[config.mk]
export PLATFORM = sky130hd
export DESIGN_NAME = mem_port_arbiter
export DESIGN_NICKNAME = d
export VERILOG_FILES = /design/src/rtl/mem_port_arbiter.sv
export SDC_FILE = /design/constraint.sdc
export NUM_CORES = 1
export LEC_CHECK = 0
export BUFFER_PORTS_ARGS = -buffer_cell sky130_fd_sc_hd__buf_2
export CORE_AREA = 2 2 103 105
export CTS_BUF_LIST = sky130_fd_sc_hd__clkbuf_2 sky130_fd_sc_hd__clkbuf_4 sky130_fd_sc_hd__clkbuf_8
export DETAILED_ROUTE_END_ITERATION = 10
export DIE_AREA = 0 0 105 107
export PLACE_DENSITY = 0.69
export SYNTH_ARGS = -nofsm -noshare
export SYNTH_HDL_FRONTEND = slang
export SYNTH_SLANG_ARGS = --single-unit
[constraint.sdc]
create_clock -name Clk -period 6.5 [get_ports Clk]
set_input_delay 0.325 -clock Clk [delete_from_list [all_inputs] [get_ports Clk]]
set_output_delay 0.325 -clock Clk [all_outputs]
set_load 0.01 [all_outputs]
[src/rtl/mem_port_arbiter.sv]
// Round-robin arbiter sharing the MemController port between instruction fetch (I) and data (D),
// with a stall watchdog. Define MEM_ARB_STATS_EN to add per-requester completion counters.
module mem_port_arbiter #(
    parameter int unsigned       ADDR_W         = 32,
    parameter int unsigned       DATA_W         = 32,
    parameter int unsigned       TIMEOUT_CYCLES = 1024,
    parameter logic [DATA_W-1:0] ABORT_DATA     = 32'hDEADBEEF
) (
    input  logic              Clk,
    input  logic              Rst,
    input  logic              I_En,
    input  logic [ADDR_W-1:0] I_Address,
    output logic              I_Stall,
    output logic [DATA_W-1:0] I_OData,
    input  logic              D_En,
    input  logic              D_RW,
    input  logic [ADDR_W-1:0] D_Address,
    input  logic [DATA_W-1:0] D_IData,
    output logic              D_Stall,
    output logic [DATA_W-1:0] D_OData,
    output logic              M_En,
    output logic              M_RW,
    output logic [ADDR_W-1:0] M_Address,
    output logic [DATA_W-1:0] M_IData,
    input  logic              M_Stall,
    input  logic [DATA_W-1:0] M_OData,
`ifdef MEM_ARB_STATS_EN
    output logic [31:0]       I_GrantCount,
    output logic [31:0]       D_GrantCount,
`endif
    output logic              Err
);

    typedef enum logic [1:0] {IDLE, GNT_I, GNT_D} state_t;
    typedef enum logic {LAST_I, LAST_D} last_t;

    localparam int unsigned       CNT_W    = (TIMEOUT_CYCLES > 0) ? $clog2(TIMEOUT_CYCLES + 1) : 1;
    localparam logic [CNT_W-1:0]  CNT_LAST = CNT_W'((TIMEOUT_CYCLES > 0) ? TIMEOUT_CYCLES - 1 : 0);
    localparam logic              WDOG_EN  = (TIMEOUT_CYCLES != 0);

    state_t           state_q, state_d;
    last_t            last_q, last_d;
    logic [CNT_W-1:0] cnt_q, cnt_d;
    logic             abort;
    logic             complete_i, complete_d;

    always_ff @(posedge Clk or posedge Rst) begin
        if (Rst) begin
            state_q <= IDLE;
            last_q  <= LAST_I;
            cnt_q   <= '0;
        end else begin
            state_q <= state_d;
            last_q  <= last_d;
            cnt_q   <= cnt_d;
        end
    end

    always_comb begin
        state_d    = state_q;
        last_d     = last_q;
        cnt_d      = cnt_q;
        M_En       = 1'b0;
        M_RW       = 1'b0;
        M_Address  = '0;
        M_IData    = '0;
        I_Stall    = I_En;
        D_Stall    = D_En;
        I_OData    = '0;
        D_OData    = '0;
        Err        = 1'b0;
        abort      = 1'b0;
        complete_i = 1'b0;
        complete_d = 1'b0;

        case (state_q)
            IDLE: begin
                if (I_En && D_En)
                    state_d = (last_q == LAST_I) ? GNT_D : GNT_I;
                else if (I_En)
                    state_d = GNT_I;
                else if (D_En)
                    state_d = GNT_D;
            end
            GNT_I: begin
                abort      = WDOG_EN && I_En && M_Stall && (cnt_q == CNT_LAST);
                M_En       = I_En && !abort;
                M_Address  = I_Address;
                I_Stall    = M_Stall && !abort;
                I_OData    = abort ? ABORT_DATA : M_OData;
                Err        = abort;
                complete_i = I_En && (!M_Stall || abort);
                if (complete_i) begin
                    last_d  = LAST_I;
                    state_d = D_En ? GNT_D : GNT_I;
                end else if (!I_En) begin
                    state_d = IDLE;
                end
            end
            GNT_D: begin
                abort      = WDOG_EN && D_En && M_Stall && (cnt_q == CNT_LAST);
                M_En       = D_En && !abort;
                M_RW       = D_RW;
                M_Address  = D_Address;
                M_IData    = D_IData;
                D_Stall    = M_Stall && !abort;
                D_OData    = abort ? ABORT_DATA : M_OData;
                Err        = abort;
                complete_d = D_En && (!M_Stall || abort);
                if (complete_d) begin
                    last_d  = LAST_D;
                    state_d = I_En ? GNT_I : GNT_D;
                end else if (!D_En) begin
                    state_d = IDLE;
                end
            end
            default: state_d = IDLE;
        endcase

        // Watchdog restarts for every new access; saturates rather than wrapping.
        if (complete_i || complete_d || (state_d != state_q))
            cnt_d = '0;
        else if (WDOG_EN && M_En && M_Stall && (cnt_q != '1))
            cnt_d = cnt_q + 1'b1;
    end

`ifdef MEM_ARB_STATS_EN
    always_ff @(posedge Clk or posedge Rst) begin
        if (Rst) begin
            I_GrantCount <= '0;
            D_GrantCount <= '0;
        end else begin
            if (complete_i)
                I_GrantCount <= I_GrantCount + 32'd1;
            if (complete_d)
                D_GrantCount <= D_GrantCount + 32'd1;
        end
    end
`else
    // No completion counters in this build.
`endif

endmodule

==> results of run 1 <==
[layout make-up]
class / count / area [um^2] / share of cell area (%)
Clock buffer: 4 / 55.1 / 1.43
Inverter: 6 / 22.5 / 0.585
Multi-Input combinational cell: 278 / 1910 / 49.5
Sequential cell: 14 / 350 / 9.10
Tap cell: 136 / 170 / 4.42
Timing Repair Buffer: 268 / 1350 / 35.0
[how the worst max path moves through the flow]
stage                     slack (ps)  cells past startpoint          end
after detailed placement        3120                      9     cnt_q[1]
after global routing            2870                      9     cnt_q[8]
after global placement          3250                      9     cnt_q[1]
final                           3110                      9     cnt_q[1]
after CTS                       3110                      9     cnt_q[1]
after floorplan                 4300                      7  D_OData[10]
[flip-flops by register name (all words and copies together) (netlist names)]
signal / flops
cnt_q: 11
state_q: 2
last_q: 1
[logic make-up (layout without fill, tap and decap cells)]
kind of cell | count (synthesis) | in the layout | synth area share, %
xor+xnor | 9 | 9 | 3.23
compound gates | 110 | 110 | 34.3
mux | 3 | 3 | 1.28
buf+inv | 43 | 278 | 8.11
simple gates | 151 | 151 | 36.1
fa+ha+maj | 5 | 5 | 2.57
flops | 14 | 14 | 14.4
[synth_stat cells, types with 2 or more instances]
| master | n |
|---|---|
| a31o_2 | 3 |
| a22oi_1 | 35 |
| and2_1 | 33 |
| nor2_1 | 16 |
| a21oi_1 | 5 |
| o21a_1 | 48 |
| nor4_1 | 2 |
| nor2b_1 | 36 |
| mux2i_1 | 2 |
| o22ai_1 | 2 |
| buf_6 | 3 |
| and3_1 | 20 |
| xor2_1 | 6 |
| nor2_2 | 2 |
| nand3_1 | 8 |
| o31a_1 | 2 |
| inv_1 | 6 |
| dfrtp_1 | 14 |
| nand2_1 | 16 |
| nand4_1 | 4 |
| buf_1 | 4 |
| a221oi_1 | 2 |
| nor3_1 | 4 |
| o21ai_0 | 3 |
| xnor2_1 | 3 |
| ha_1 | 5 |
| buf_2 | 8 |
| clkbuf_1 | 21 |
[cell usage in the layout (no fill, tap or decap), types with 5 or more instances in the layout]
| master | instances |
|---|---|
| dfrtp_1 | 14 |
| buf_2 | 266 |
| a22oi_1 | 35 |
| o21a_1 | 48 |
| and2_1 | 33 |
| a21oi_1 | 5 |
| nor2b_1 | 36 |
| nor2_1 | 16 |
| and3_1 | 20 |
| inv_1 | 6 |
| nand3_1 | 8 |
| nand2_1 | 16 |
| xor2_1 | 6 |
[metrics by stage]
step | utilization, % | area, um^2 | power, W | hold slack (ps)
finish | 38.1 | 3850 | 0.00104 | 126
CTS | 38.1 | 3850 | 0.00105 | 146
floorplan | - | 2440 | 0.000666 | 214
global route | 38.1 | 3850 | 0.00112 | 184
detailed placement | 37.6 | 3790 | 0.000956 | 415
global placement | 37.6 | 3790 | 0.000947 | 399
[report_power, final]
| part | internal (W) | total, W | leakage (nW) | switching, W |
|---|---|---|---|---|
| registers | 0.0000963 | 0.000115 | 0.192 | 0.0000189 |
| clock network | 0.0000537 | 0.0000860 | 0.0288 | 0.0000323 |
| logic | 0.000367 | 0.000837 | 1.93 | 0.000470 |
| total | 0.000517 | 0.00104 | 2.15 | 0.000521 |
[per-layer routing]
| metal | routed length [um] | vias to the layer above | share of wire [%] |
|---|---|---|---|
| met4 | 85 | 2 | 0.75 |
| met5 | 13 | - | 0.11 |
| li1 | - | 1674 | - |
| met3 | 1150 | 11 | 10 |
| met2 | 5570 | 180 | 49 |
| met1 | 4490 | 1581 | 40 |
[critical path: stages, from the launching register on]
cell and delay [ps]:
dfrtp_1 520, inv_1 170, ha_2 600, buf_4 470, nand2_1 160, o31a_1 310
o31a_1 250, o31ai_2 70, nand4_1 470, a21oi_1 270
==> impl_metrics.py, run 1 <==
metrics = {
    "pwr": {
        "peakVddDrop_v": 0.000136,
        "power.density_nw_per_um2": 270,
        "p_leak_nw": 2.15,
    },
    "clocking": {
        "clk_path_buf_depth": 2,
        "cts_max_level": 1,
        "clk_pin_slew_ps": 60,
        "clk_latency_ps": 250,
        "root_buffer": "clkbuf_8",
        "clock-sinks": 14,
        "hold_buffers": 0,
        "cts_resized": 0,
        "post_cts_buffers": 0,
        "cts_tree": "built",
        "cts_buffers": 3,
    },
    "global_route": {
        "gr-total-overflow": 0,
        "grt_pass1_wl_um": 16800,
        "grt_use_total_pct": 18.3,
        "top_usage_layer": "met2",
        "use_met1_pct": 22.3,
        "use_met2_pct": 32.1,
        "met3_usage_pct": 5.90,
        "grt_max_degree": 107,
        "grt_pass1_vias": 3179,
        "antenna_found_initial": 2,
    },
    "setup_path": {
        "reg2reg_to": "cnt_q[1]",
        "startpoint": "state_q[1]",
        "crit_path_start_kind": "register",
        "r2r_start": "state_q[1]",
        "cp.required_ps": 6660,
        "endpoint_kind": "register",
        "path_max_fanout": 41,
        "reg2reg_slack_ps": 3110,
        "critPathKind": "reg2reg",
        "reg2reg_depth": 9,
        "cp.arrival_ps": 3550,
    },
    "place": {
        "place.gp.congestion": 0.917,
        "io_buffers": 266,
        "dp_cells": 702,
        "post-place-ws_ps": 3120,
        "dpl.hpwl_um": 9010,
    },
    "synthesis": {
        "synth_enable_flop_cells": 0,
        "synth_top_area_cell": "o21a_1",
        "synth_area_um2": 2440,
        "synth_area_leaders": "o21a_1 (15%), dfrtp_1 (14%), a22oi_1 (11%), nor2b_1 (9.2%), and2_1 (8.5%)",
        "ys_async_sr_fraction_pct": 100,
        "yosys.area.top_type_share_pct": 14.8,
        "ys_seq_elements": 14,
        "synth_area_per_cell_um2": 7.28,
        "synthFlopType": "dfrtp_1",
        "seq_area_frac_synth_pct": 14.4,
        "ys_types": 50,
        "synth_fp_nets": 474,
        "syn_inst": 335,
        "yosys_warnings": 0,
    },
    "detailed_routing": {
        "drtIter0Drc": 275,
        "viasPerCell": 4.88,
        "vias": 3448,
        "drc": 0,
        "wirelength_um": 11300,
        "wl_per_cell_um": 16.0,
        "ant_nets": 0,
        "drt_first_pass_iters": 7,
    },
    "floorplan": {
        "core-area_um2": 10100,
        "rows": 37,
        "fp.dieH_um": 107,
        "dieArea_um2": 11200,
        "num_io_pins": 267,
        "initial_core_util_pct": 24.2,
        "die_w_um": 105,
    },
    "worst_hold_path": {
        "holdCritPathClass": "in2async",
    },
    "sta": {
        "finalHoldViolations": 0,
        "setup_viol": 0,
        "rsz0062_at_grt": "no",
        "min_period_ps": 3390,
        "fin_skew_ps": 1.39,
        "final_max_slew_viol_count": 0,
        "worst_pin_slew_ps": 984,
        "max_freq_mhz": 295,
        "slew_headroom_pct": 34.4,
        "setup_slack_ps": 3110,
        "finalSetupTns_ps": 0,
        "period_share_pct": 52.2,
    },
    "final_layout": {
        "antenna_cells": 0,
        "area_delta_synth_final_pct": 57.9,
        "fillCellCount": 1113,
        "drive_gt1_share_pct": 51.1,
        "nets": 710,
        "instances_no_fill": 706,
    },
    "job": {
        "drv_cap": 0,
    },
    "run_status": {
        "status": "completed",
    },
}
No activity file was read; power rests on OpenSTA's default activity.
==> run 2, diff against run 1 <==
Settings changed: ABC_AREA set to 1, PLACE_DENSITY 0.69 to 0.7.
Clock period 6.5 ns to 2.96 ns, I/O delays scaled along.
==> run 2 against run 1 <==
  * Non-clock buffer count is 7 higher
  * Clock power is 120% higher
  * Combinational power is 140% higher
  * Cell area is 0.23% higher
  * Final cell count is 18% higher
  * Synthesized cell count is 32% higher
  * Die area stayed put
  * Critical path depth is 3 lower
  * Via count is 5.5% higher
  * Critical endpoint is now M_Address[20]
  * Largest power group unchanged
==> impl_metrics.py, run 2 <==
metrics = {
    "synthesis": {
        "ys_types": 28,
        "yosys.area.top_type_share_pct": 22.1,
        "synth_fp_nets": 582,
        "synth_area_um2": 2360,
        "synth_area_per_cell_um2": 5.32,
        "ys_seq_elements": 14,
        "syn_inst": 443,
        "synthFlopType": "dfrtp_1",
        "synth_most_common_cell": "nand2_1",
        "synth_top_area_cell": "nand2_1",
        "synth_enable_flop_cells": 0,
        "synth_area_leaders": "nand2_1 (22%), a21oi_1 (18%), dfrtp_1 (15%), inv_1 (14%), nor3_2 (5.1%)",
        "ys_async_sr_fraction_pct": 100,
        "yosys_warnings": 0,
        "synth_common_cells": "nand2_1 (139), inv_1 (87), a21oi_1 (84)",
        "seq_area_frac_synth_pct": 14.9,
    },
    "clocking": {
        "cts_buffers": 3,
        "root_buffer": "clkbuf_8",
        "cts_max_level": 1,
        "post_cts_buffers": 0,
        "clock-sinks": 14,
        "clk_path_buf_depth": 2,
        "clk_latency_ps": 250,
        "cts_tree": "built",
        "clk_pin_slew_ps": 60,
    },
    "detailed_routing": {
        "drtIter0Drc": 307,
        "wl_per_cell_um": 13.2,
        "drc": 0,
        "drt_first_pass_iters": 4,
        "wirelength_um": 10900,
        "ant_nets": 0,
        "vias": 3638,
        "viasPerCell": 4.37,
    },
    "global_route": {
        "grt_pass1_vias": 3255,
        "gr-total-overflow": 0,
        "antenna_found_initial": 6,
        "top_usage_layer": "met2",
        "grt_pass1_wl_um": 16400,
        "grt_max_degree": 50,
        "use_met1_pct": 22.4,
        "met3_usage_pct": 7.66,
        "use_met2_pct": 29.8,
        "grt_use_total_pct": 18.0,
    },
    "final_layout": {
        "drive_gt1_share_pct": 43.8,
        "largest_reg_flops": 11,
        "fillCellCount": 1145,
        "area_delta_synth_final_pct": 63.8,
        "multiInputGateArea_um2": 1530,
        "regArea_um2": 350,
        "top_regs": "cnt_q x11, state_q x2, last_q x1",
        "final_cell_mix": "buf_2 (266), nand2_1 (139), inv_1 (87), a21oi_1 (84), nor2_1 (28)",
        "nets": 832,
        "max_flop_register": "cnt_q",
        "final_common_cell": "buf_2",
    },
    "setup_path": {
        "reg2reg_to": "cnt_q[9]",
        "reg2reg_depth": 12,
        "reg2reg_slack_ps": 800,
        "path_max_fanout": 18,
        "crit_path_start_kind": "register",
        "r2r_start": "state_q[0]",
        "crit_chain": "inv_1, ha_1, inv_1, buf_12, a21oi_1, buf_2",
        "critPathSlowestCell": "inv_1",
        "critPathKind": "reg2out",
        "cp.arrival_ps": 2110,
        "crit_top_cell": "inv_1",
        "cp.required_ps": 2810,
        "endpoint_kind": "primary output",
        "critPathMaxStageDelay_ps": 470,
    },
    "worst_hold_path": {
        "hold_start": "I_En",
        "hold_depth": 4,
        "holdCritPathClass": "in2reg",
        "min_to": "last_q",
    },
    "floorplan": {
        "rows": 37,
        "die_w_um": 105,
        "dieArea_um2": 11200,
        "core-area_um2": 10100,
        "fp.dieH_um": 107,
        "num_io_pins": 267,
        "initial_core_util_pct": 23.3,
    },
    "sta": {
        "worst_pin_slew_ps": 621,
        "rsz0062_at_grt": "no",
        "finalSetupTns_ps": 0,
        "slew_headroom_pct": 58.5,
        "period_share_pct": 76.3,
        "fin_skew_ps": 2.04,
        "min_period_ps": 2260,
        "max_freq_mhz": 443,
        "final_max_slew_viol_count": 0,
        "setup_viol": 0,
        "finalHoldViolations": 0,
        "setup_slack_ps": 702,
    },
    "pwr": {
        "peakVddDrop_v": 0.000356,
        "p_leak_nw": 2.55,
        "power.density_nw_per_um2": 621,
    },
    "place": {
        "dpl.hpwl_um": 8960,
        "io_buffers": 266,
        "post-place-ws_ps": 804,
        "place.gp.congestion": 0.890,
    },
    "job": {
        "drv_cap": 0,
    },
    "run_status": {
        "status": "completed",
    },
}
[run 2: area by class of cell]
cell class	instances	area share, %
multi-input combinational	310	39.5
timing repair buffer	275	36.6
sequential	14	9.08
inverter	89	8.66
tap	136	4.41
clock buffer	4	1.43
antenna	4	0.259
[run 2: cell families (layout without fill, tap and decap cells)]
family                     after synthesis  in the layout  share of synthesized area (%)
xor gates and xnor gates                 7              7                           2.60
buffers and inverters                  119            368                           20.5
adders and majority gates                5              5                           2.66
and+or+nand+nor                        205            205                           39.2
DFF                                     14             14                           14.9
AOI/OAI and AO/OA                       93             93                           20.1
other                                    0              4                              0
[run 2: worst max-delay path, delay by kind of cell (launching register included)]
kind / cells / cell delay (ps)
buffers and inverters: 4 / 990
flip-flops: 1 / 420
adder cells (fa/ha/maj): 1 / 390
AO/OA/AOI/OAI: 1 / 60
[run 2: report_power, final]
part	switching (W)	total (W)	internal, W
registers	0.0000250	0.000238	0.000213
logic	0.00129	0.00197	0.000673
clock network	0.0000735	0.000191	0.000118
total	0.00139	0.00240	0.00100
[run 2: routing by layer]
layer  vias to the layer above  wire length [um]
met1                      1586              4490
met4                         4               112
li1                       1856                 -
met2                       180              4890
met5                         -                16
met3                        12              1430
[run 2: how the worst max path moves through the flow]
stage | startpoint | endpoint | slack (ps) | cells after the start
5_1_grt | state_q[0] | cnt_q[9] | 500 | 12
6_report | state_q[0] | M_Address[20] | 700 | 6
3_3_place_gp | state_q[0] | cnt_q[6] | 890 | 12
4_1_cts | state_q[0] | M_Address[20] | 660 | 6
3_5_place_dp | state_q[0] | cnt_q[9] | 800 | 12
2_1_floorplan | state_q[0] | M_Address[11] | 1080 | 7
[run 2: stage by stage]
stage                     util [%]  area (um^2)  total power (W)  cells  hold WS, ps
final                         38.2         3860          0.00240    832          347
after global routing          38.1         3850          0.00262    828          381
after CTS                     38.1         3850          0.00241    828          331
after detailed placement      37.5         3780          0.00221    823          235
after global placement        37.5         3780          0.00221    823          224
after floorplan                  -         2360          0.00144    443         37.2
[run 2: timing repair]
item                                   in CTS  in global routing
resized for setup                           0                  0
hold buffers                                1                  0
endpoints found under the hold margin      14                  0
==> run 3, diff against run 2 <==
Clock period 2.96 ns to 2 ns, I/O delays scaled along.
==> run 3 against run 2 <==
  * Die area unchanged
  * Global-route usage up 0.47 points
  * Utilization up 4.6 points
  * Sequential cell count unchanged
  * Non-clock buffer count up 22
  * Combinational power up 83%
  * Largest cell class unchanged
==> impl_metrics.py, run 3 (synthesis results as in run 2) <==
metrics = {
    "final_layout": {
        "max_flop_register": "cnt_q",
        "nets": 854,
        "final_common_cell": "buf_2",
        "fin_area_um2": 4320,
        "top_regs": "cnt_q x11, state_q x2, last_q x1",
        "final_cell_mix": "buf_2 (266), nand2_1 (130), inv_1 (83), a21oi_1 (82), nor2_1 (27)",
        "area_delta_synth_final_pct": 83.3,
        "largest_reg_flops": 11,
        "drive_gt1_share_pct": 49.1,
    },
    "sta": {
        "fin_skew_ps": 3.41,
        "min_period_ps": 1910,
        "finalSetupTns_ps": 0,
        "final_max_slew_viol_count": 0,
        "rsz0062_at_grt": "yes",
        "finalHoldViolations": 0,
        "worst_pin_slew_ps": 543,
        "period_share_pct": 95.6,
        "setup_viol": 0,
        "slew_headroom_pct": 63.7,
        "max_freq_mhz": 523,
    },
    "pwr": {
        "p_switching_w": 0.00225,
        "p_leak_nw": 2.76,
        "netSwitchingFraction_pct": 53.8,
        "p_seq_share_pct": 8.3,
        "pwr-share-comb_pct": 86.2,
        "peakVddDrop_v": 0.000555,
        "p_int_w": 0.00193,
        "power.density_nw_per_um2": 966,
        "p_clk_share_pct": 5.5,
    },
    "detailed_routing": {
        "vias": 3708,
        "drt_first_pass_iters": 4,
        "viasPerCell": 4.34,
        "wirelength_um": 11700,
        "drc": 0,
        "drtIter0Drc": 281,
        "ant_nets": 0,
        "wl_per_cell_um": 13.7,
    },
    "setup_path": {
        "crit_family": "simple AND/OR/NAND/NOR gates",
        "cp.required_ps": 1900,
        "crit_path_start_kind": "register",
        "cp.buffers_inverters": 3,
        "r2r_start": "cnt_q[0]",
        "critPathMaxStageDelay_ps": 440,
        "path_max_fanout": 4,
        "startpoint": "cnt_q[4]",
        "endpoint_kind": "primary output",
        "critPathSlowestCell": "dfrtp_1",
        "crit_chain": "nand2_2, nor2_4, nand4_4, buf_6, buf_4, nor2_1, o21a_1, buf_2",
        "critPathKind": "reg2out",
        "cp.arrival_ps": 1810,
    },
    "clocking": {
        "clk_latency_ps": 240,
        "cts_max_level": 1,
        "root_buffer": "clkbuf_8",
        "cts_tree": "built",
        "clk_path_buf_depth": 2,
        "cts_buffers": 3,
        "clock-sinks": 14,
        "clk_pin_slew_ps": 60,
    },
    "job": {
        "drv_cap": 0,
    },
    "place": {
        "dpl.hpwl_um": 9170,
        "io_buffers": 266,
        "dpl-instance-area_um2": 3870,
        "place.gp.congestion": 0.868,
    },
    "global_route": {
        "grt_pass1_vias": 3317,
        "grt_max_degree": 35,
        "grt_pass1_wl_um": 16800,
        "grt_use_total_pct": 18.5,
        "gr-total-overflow": 0,
        "antenna_found_initial": 5,
    },
    "floorplan": {
        "dieArea_um2": 11200,
        "fp.dieH_um": 107,
        "die_w_um": 105,
        "num_io_pins": 267,
        "initial_core_util_pct": 23.3,
        "core-area_um2": 10100,
        "rows": 37,
    },
    "run_status": {
        "status": "completed",
    },
    "worst_hold_path": {
        "hold_start": "I_En",
        "holdCritPathClass": "in2reg",
    },
}
run 3: timing repair:
| item | 4_1_cts | 5_1_grt |
|---|---|---|
| pin swaps | 0 | 6 |
| hold buffers | 1 | 0 |
| gates cloned | 2 | 1 |
| setup buffers | 2 | 9 |
| hold endpoints to repair | 14 | 0 |
| setup endpoints to repair | 67 | 77 |
| gates resized for setup | 4 | 43 |
run 3: worst min-delay path: stages:
cell and delay, ps:
buf_2 180, nand2_1 90, nand2_1 70, a31oi_1 90
run 3: metrics by stage:
stage / cells / total power (W) / hold slack (ps) / worst slack [ps] / utilization (%)
5_1_grt: 849 / 0.00452 / 369 / -69.5 / 42.7
4_1_cts: 839 / 0.00385 / 332 / -28.6 / 39.8
3_3_place_gp: 831 / 0.00337 / 163 / 112 / 38.3
2_1_floorplan: 443 / 0.00212 / -10.8 / 164 / -
3_5_place_dp: 831 / 0.00337 / 172 / 80.6 / 38.3
6_report: 854 / 0.00417 / 328 / 87.4 / 42.8
run 3: final timing paths:
kind	end	slack, ps	depth (start not counted)
worst max-delay path	Err	90	8
worst min-delay path	last_q	330	4
worst max register to register	cnt_q[9]	90	12
worst min register to register	last_q	570	2
max in group asynchronous	state_q[1]	1170	3
min in group asynchronous	cnt_q[2]	440	3
run 3: metal layers:
metal	GRT usage, %	vias to the layer above	wire (um)
met5	0	-	13
met2	30.4	184	5420
li1	-	1908	-
met3	7.60	18	1440
met4	4.48	2	185
met1	22.6	1596	4640
run 3: cell type report:
cell class | instances | area, um^2
flip-flops and latches | 14 | 352
clock buffers | 3 | 41.3
well taps | 136 | 170
repair buffers | 297 | 1700
multi-input cells | 310 | 1700
fillers | 1116 | 5770
diodes | 5 | 12.5
inverters | 89 | 338
run 3: power by group through the flow:
stage / Sequential (W) / Combinational (W) / Clock [W]
after global placement: 0.000350 / 0.00302 / 0
after global routing: 0.000356 / 0.00391 / 0.000249
after CTS: 0.000343 / 0.00327 / 0.000236
after floorplan: 0.000348 / 0.00178 / 0
final: 0.000348 / 0.00360 / 0.000229
after detailed placement: 0.000352 / 0.00302 / 0
